## src/rtl/reg_bank_pkg.sv

```systemverilog
// reg_bank_pkg: shared constants for the two-requester register-bank arbiter.
//   DW   - register width (bits)
//   NIB  - nibble slice width
//   NNIB - nibble slices per register
//   NREG - registers in the bank, AW - register index width
//   IDLE / COMMIT - FSM state encoding
package reg_bank_pkg;
  localparam int DW   = 32;
  localparam int NIB  = 4;
  localparam int NNIB = DW / NIB;
  localparam int NREG = 4;
  localparam int AW   = $clog2(NREG);

  localparam logic [0:0] IDLE   = 1'b0;
  localparam logic [0:0] COMMIT = 1'b1;
endpackage

```

## src/rtl/nibble_reg.sv

```systemverilog
// nibble_reg: one 4-bit storage slice of the register bank.
//   clk   - clock
//   reset - synchronous active-high reset to 0
//   clr   - synchronous clear to 0 (below reset in priority)
//   en    - load d at the edge
//   d     - write nibble
//   q     - stored nibble
module nibble_reg
  import reg_bank_pkg::*;
(
  input  logic           clk,
  input  logic           reset,
  input  logic           clr,
  input  logic           en,
  input  logic [NIB-1:0] d,
  output logic [NIB-1:0] q
);
  logic [NIB-1:0] q_q, q_d;

  always_comb begin
    q_d = q_q;
    if (clr)     q_d = '0;
    else if (en) q_d = d;
  end

  always_ff @(posedge clk) begin
    if (reset) q_q <= '0;
    else       q_q <= q_d;
  end

  assign q = q_q;
endmodule

```

## src/rtl/reg_bank_arbiter.sv

```systemverilog
// reg_bank_arbiter: round-robin write arbiter for two requesters in front of a
// bank of NREG x DW registers built from nibble slices. A grant in IDLE latches
// the winner's addr/data/mask; the bank write lands on the following edge.
//   clk, reset      - clock, synchronous active-high reset
//   clr             - zero the whole bank; cancels a write in COMMIT
//   req[1:0]        - write requests, held until ack
//   addr0/1,d0/1    - per-requester register index and write data
//   mask0/1         - per-requester nibble write enables
//   ack[1:0]        - one-hot one-cycle grant pulse
//   wr_done         - one-cycle pulse after a committed write
//   busy            - high while in COMMIT
//   rd_addr, q      - combinational read port
module reg_bank_arbiter
  import reg_bank_pkg::*;
(
  input  logic            clk,
  input  logic            reset,
  input  logic            clr,
  input  logic [1:0]      req,
  input  logic [AW-1:0]   addr0,
  input  logic [AW-1:0]   addr1,
  input  logic [DW-1:0]   d0,
  input  logic [DW-1:0]   d1,
  input  logic [NNIB-1:0] mask0,
  input  logic [NNIB-1:0] mask1,
  output logic [1:0]      ack,
  output logic            wr_done,
  output logic            busy,
  input  logic [AW-1:0]   rd_addr,
  output logic [DW-1:0]   q
);
  logic [0:0]      state_q, state_d;
  logic            last_q, last_d;
  logic [AW-1:0]   addr_h_q, addr_h_d;
  logic [DW-1:0]   d_h_q, d_h_d;
  logic [NNIB-1:0] mask_h_q, mask_h_d;
  logic [1:0]      ack_q, ack_d;
  logic            wr_done_q, wr_done_d;
  logic            win;

  logic [NIB-1:0]  bank_nib [NREG][NNIB];
  logic            nib_en   [NREG][NNIB];

  // Tie goes to whoever did not win last; otherwise the lone requester wins.
  assign win = (req == 2'b11) ? ~last_q : req[1];

  always_comb begin
    state_d   = state_q;
    last_d    = last_q;
    addr_h_d  = addr_h_q;
    d_h_d     = d_h_q;
    mask_h_d  = mask_h_q;
    ack_d     = 2'b00;
    wr_done_d = 1'b0;
    case (state_q)
      IDLE: begin
        if (|req) begin
          last_d     = win;
          addr_h_d   = win ? addr1 : addr0;
          d_h_d      = win ? d1    : d0;
          mask_h_d   = win ? mask1 : mask0;
          ack_d[win] = 1'b1;
          state_d    = COMMIT;
        end
      end
      COMMIT: begin
        // clr discards the pending write, so no completion is reported.
        wr_done_d = ~clr;
        state_d   = IDLE;
      end
      default: state_d = IDLE;
    endcase
  end

  always_ff @(posedge clk) begin
    if (reset) begin
      state_q   <= IDLE;
      last_q    <= 1'b1;
      addr_h_q  <= '0;
      d_h_q     <= '0;
      mask_h_q  <= '0;
      ack_q     <= 2'b00;
      wr_done_q <= 1'b0;
    end else begin
      state_q   <= state_d;
      last_q    <= last_d;
      addr_h_q  <= addr_h_d;
      d_h_q     <= d_h_d;
      mask_h_q  <= mask_h_d;
      ack_q     <= ack_d;
      wr_done_q <= wr_done_d;
    end
  end

  genvar r, n;
  generate
    for (r = 0; r < NREG; r++) begin : g_reg
      for (n = 0; n < NNIB; n++) begin : g_nib
        assign nib_en[r][n] = (state_q == COMMIT) && (addr_h_q == AW'(r)) && mask_h_q[n];
        nibble_reg u_nib (
          .clk   (clk),
          .reset (reset),
          .clr   (clr),
          .en    (nib_en[r][n]),
          .d     (d_h_q[n*NIB +: NIB]),
          .q     (bank_nib[r][n])
        );
      end
    end
  endgenerate

  always_comb begin
    q = '0;
    for (int k = 0; k < NNIB; k++) q[k*NIB +: NIB] = bank_nib[rd_addr][k];
  end

  assign ack     = ack_q;
  assign wr_done = wr_done_q;
  assign busy    = (state_q == COMMIT);
endmodule

```

## config.mk

```make
export PLATFORM = sky130hd
export DESIGN_NAME = reg_bank_arbiter
export DESIGN_NICKNAME = d
export VERILOG_FILES = /design/src/rtl/reg_bank_pkg.sv /design/src/rtl/nibble_reg.sv /design/src/rtl/reg_bank_arbiter.sv
export SDC_FILE = /design/constraint.sdc
export NUM_CORES = 1
export LEC_CHECK = 0
export ABC_AREA = 1
export CAP_MARGIN = 20
export CORE_MARGIN = 2
export CORE_UTILIZATION = 60
export DETAILED_ROUTE_END_ITERATION = 10
export PLACE_DENSITY_LB_ADDON = 0.1
export SETUP_SLACK_MARGIN = 0.15
export SLEW_MARGIN = 30
export SYNTH_ARGS = -nofsm -noshare
export SYNTH_HDL_FRONTEND = slang
export SYNTH_HIERARCHICAL = 1
export SYNTH_SLANG_ARGS = --single-unit
```

## constraint.sdc

```tcl
create_clock -name clk -period 2.2 [get_ports clk]
set_clock_uncertainty 0.1 [all_clocks]
set_input_delay 0.44 -clock clk [delete_from_list [all_inputs] [get_ports clk]]
set_output_delay 0.44 -clock clk [all_outputs]
set_load 0.05 [all_outputs]
```

==> reports/qor.yml <==
global_route:
  grt_max_degree: 65
  antenna_found_initial: 0
  use_met3_pct: 6.010
  grt_first_pass_wirelength_um: 40570
  track_usage_pct: 31.08
  grt-ovfl-total: 0
  met1_usage_pct: 39.96
  grt.busiest_layer: "met2"
  grt_pass1_vias: 8565
  met2_usage_pct: 51.31
cts:
  cts_buffers: 17
  cts.clk_slew.worst_paths_ns: 0.06
  cts_buffer_depth: 2
  cts_hold_buf: 0
  htreeDepth: 4
  cts_root_buf: "clkbuf_16"
  clock_sinks: 175
  clk-insertion-delay-late_ns: 0.43
  cts_tree: "built"
sta:
  fin_setup_tns_ns: 0
  period_needed_ns: 2.064
  hold_viol: 0
  drv_slew: 0
  setup_viol: 0
  relSlewSlack_pct: 58.84
  fin_crit_sh_pct: 93.81
  grt_setup_unrepaired: "yes"
  tightestPinTransition_ns: 0.6151
  fmax_mhz: 484.6
final_layout:
  multi_input_area_sq_mm: 0.004691
  syn_to_final_growth_pct: 28.92
  fin_util_pct: 78.62
  drive_gt1_share_pct: 12.69
  nFillCells: 1082
  antenna_cells: 0
  layout.area.seq_sq_mm: 0.003503
  nNetsFinal: 1678
  final_area_sq_mm: 0.01191
synthesis:
  synth_ff_type: "dfxtp_1"
  synth_edf_count: 0
  syn-cell-area_sq_mm: 0.009236
  synthTopCellsByCount: "419 x nor2_1, 388 x nand2_1, 176 x inv_1"
  synth_cell_types: 20
  yosys.area.top_type: "dfxtp_1"
  async_reset_ff_share_pct: 0
  ys_top_cells_by_area: "dfxtp_1 38%, nor2_1 17%, nand2_1 16%"
  syn_inst: 1460
  syn-num-nets: 1551
  netlist.area_leader.share_pct: 37.93
  ys_ff_latch: 175
  avgSynthCellArea_sq_um: 6.326
  yosys_warnings: 6
  seq_area_frac_synth_pct: 37.93
  yosysMostFrequentCell: "nor2_1"
critical_path:
  start_kind: "primary input"
  cp_max_fo: 35
  end_kind: "output pin"
  r2r-start: "busy"
  crit_type: "in -> out"
  worstPathArrival_ns: 1.52
  required_ns: 1.66
  cp-startpoint: "rd_addr[0]"
power_and_ir_drop:
  p_leak_nw: 4.872
  p_seq_share_pct: 41.1
  switching_share_pct: 28.04
  ir_drop_mv: 0.5662
  p_comb_share_pct: 19.3
  p_sw_w: 0.002305
  powerDensity_mw_per_mm2: 690.3
  p_int_w: 0.005915
  pwr-share-clk_pct: 39.6
status:
  status: "finished, final reports clean"
die:
  fp.dieW_um: 128.1
  core_area_sq_mm: 0.01515
  start_util_pct: 60.98
  die-area_sq_mm: 0.01640
  rows: 45
  die_h_um: 128.1
  ios: 127
drt:
  route.detailed.drc: 0
  firstDrtPassIters: 5
  drtIter0Drc: 821
  wl_per_cell_um: 14.16
  ant_nets: 0
  vias: 9314
  detail_route.vias_per_cell: 5.209
  wirelength_um: 25320
placed_design:
  gp_routability_congestion: 0.8796
  place_area_sq_mm: 0.01121
  portBuffers: 126
  detailed_place_hpwl_um: 17360
flow_run:
  maxCapViolCount: 0
min_path:
  hp-class: "reg -> reg"
  min_from: "mask_h_q[7]"
path summary, 6_finish.rpt:
path                                  endpoint  slack (ns)  depth (start not counted)
hold reg to reg                    mask_h_q[7]        0.36                          2
hold / removal                     mask_h_q[7]        0.36                          2
setup reg to reg  g_reg[3].g_nib[7].u_nib/q[0]        0.44                          7
setup / recovery                         q[15]        0.14                          6
state kept, by name, summed over array words and instances, names as in the netlist:
signal and count:
wr_done 1, g.g_nib.u_nib/q 128, mask_h_q 8, busy 1
addr_h_q 2, d_h_q 32, ack 2, last_q 1
cell usage in the layout, fill, tap and decap left out, types with 18 or more instances in the layout:
master           synthesis  routed
o22ai_2                  0      32
o21ai_0                 60      58
clkbuf_16                0      18
buf_12                   0      41
a21boi_1                18      18
buf_4                    3      48
nor2_1                 419     419
inv_1                  176     175
nand2_1                388     387
nor2_4                  32      32
nand3_1                 46      46
dfxtp_1                175     175
clkdlybuf4s50_1          0      85
routing by layer:
layer | wire length (um) | up-vias
met5 | 0 | -
met4 | 761 | 0
met3 | 1900 | 63
met2 | 11950 | 391
met1 | 10710 | 4224
li1 | - | 4636
power groups by stage:
stage / sequential (W) / combinational (W) / clock [W]
5_1_grt: 0.00339 / 0.00173 / 0.00341
3_3_place_gp: 0.00345 / 0.00152 / 0
3_5_place_dp: 0.00345 / 0.00155 / 0
6_report: 0.00338 / 0.00159 / 0.00325
2_1_floorplan: 0.00342 / 0.000915 / 0
4_1_cts: 0.00338 / 0.00157 / 0.00327
cells by family (layout without fill, tap and decap cells):
| group | after synthesis | in the layout | synth area share, % |
|---|---|---|---|
| simple gates | 899 | 899 | 40.26 |
| buf+inv | 257 | 397 | 13.48 |
| flops | 175 | 175 | 37.93 |
| compound gates | 129 | 129 | 8.331 |
worst max-delay path, stage by stage:
cell and delay (ns):
buf_2 0.20, inv_2 0.10, buf_12 0.17, nor2_1 0.24
o22ai_2 0.17, buf_12 0.17
through the flow:
stage                     hold slack, ns  total power, W  std cells  setup WS, ns
final                             0.3591        0.008220       1788        0.1363
after global routing              0.3815        0.008534       1788        0.1342
after CTS                         0.3639        0.008219       1787        0.1560
after detailed placement          0.3485        0.004992       1754       -0.1283
after global placement            0.3415        0.004964       1754      -0.04859
after floorplan                   0.3188        0.004339       1460        0.1947
cell type report:
class | instances | share of cell area [%]
Multi-Input combinational cell | 1028 | 39.39
Sequential cell | 175 | 29.42
Timing Repair Buffer | 186 | 18.21
Inverter | 179 | 5.643
Clock buffer | 19 | 3.804
Tap cell | 188 | 1.975
Clock inverter | 13 | 1.555
repair_timing:
item	in CTS	in global routing
gates cloned	1	1
resized for setup	12	5
setup buffers	0	0
endpoints found under the hold margin	0	0
pin swaps	2	3
setup endpoints to repair	35	9
Power figures use the tool's default switching activity.
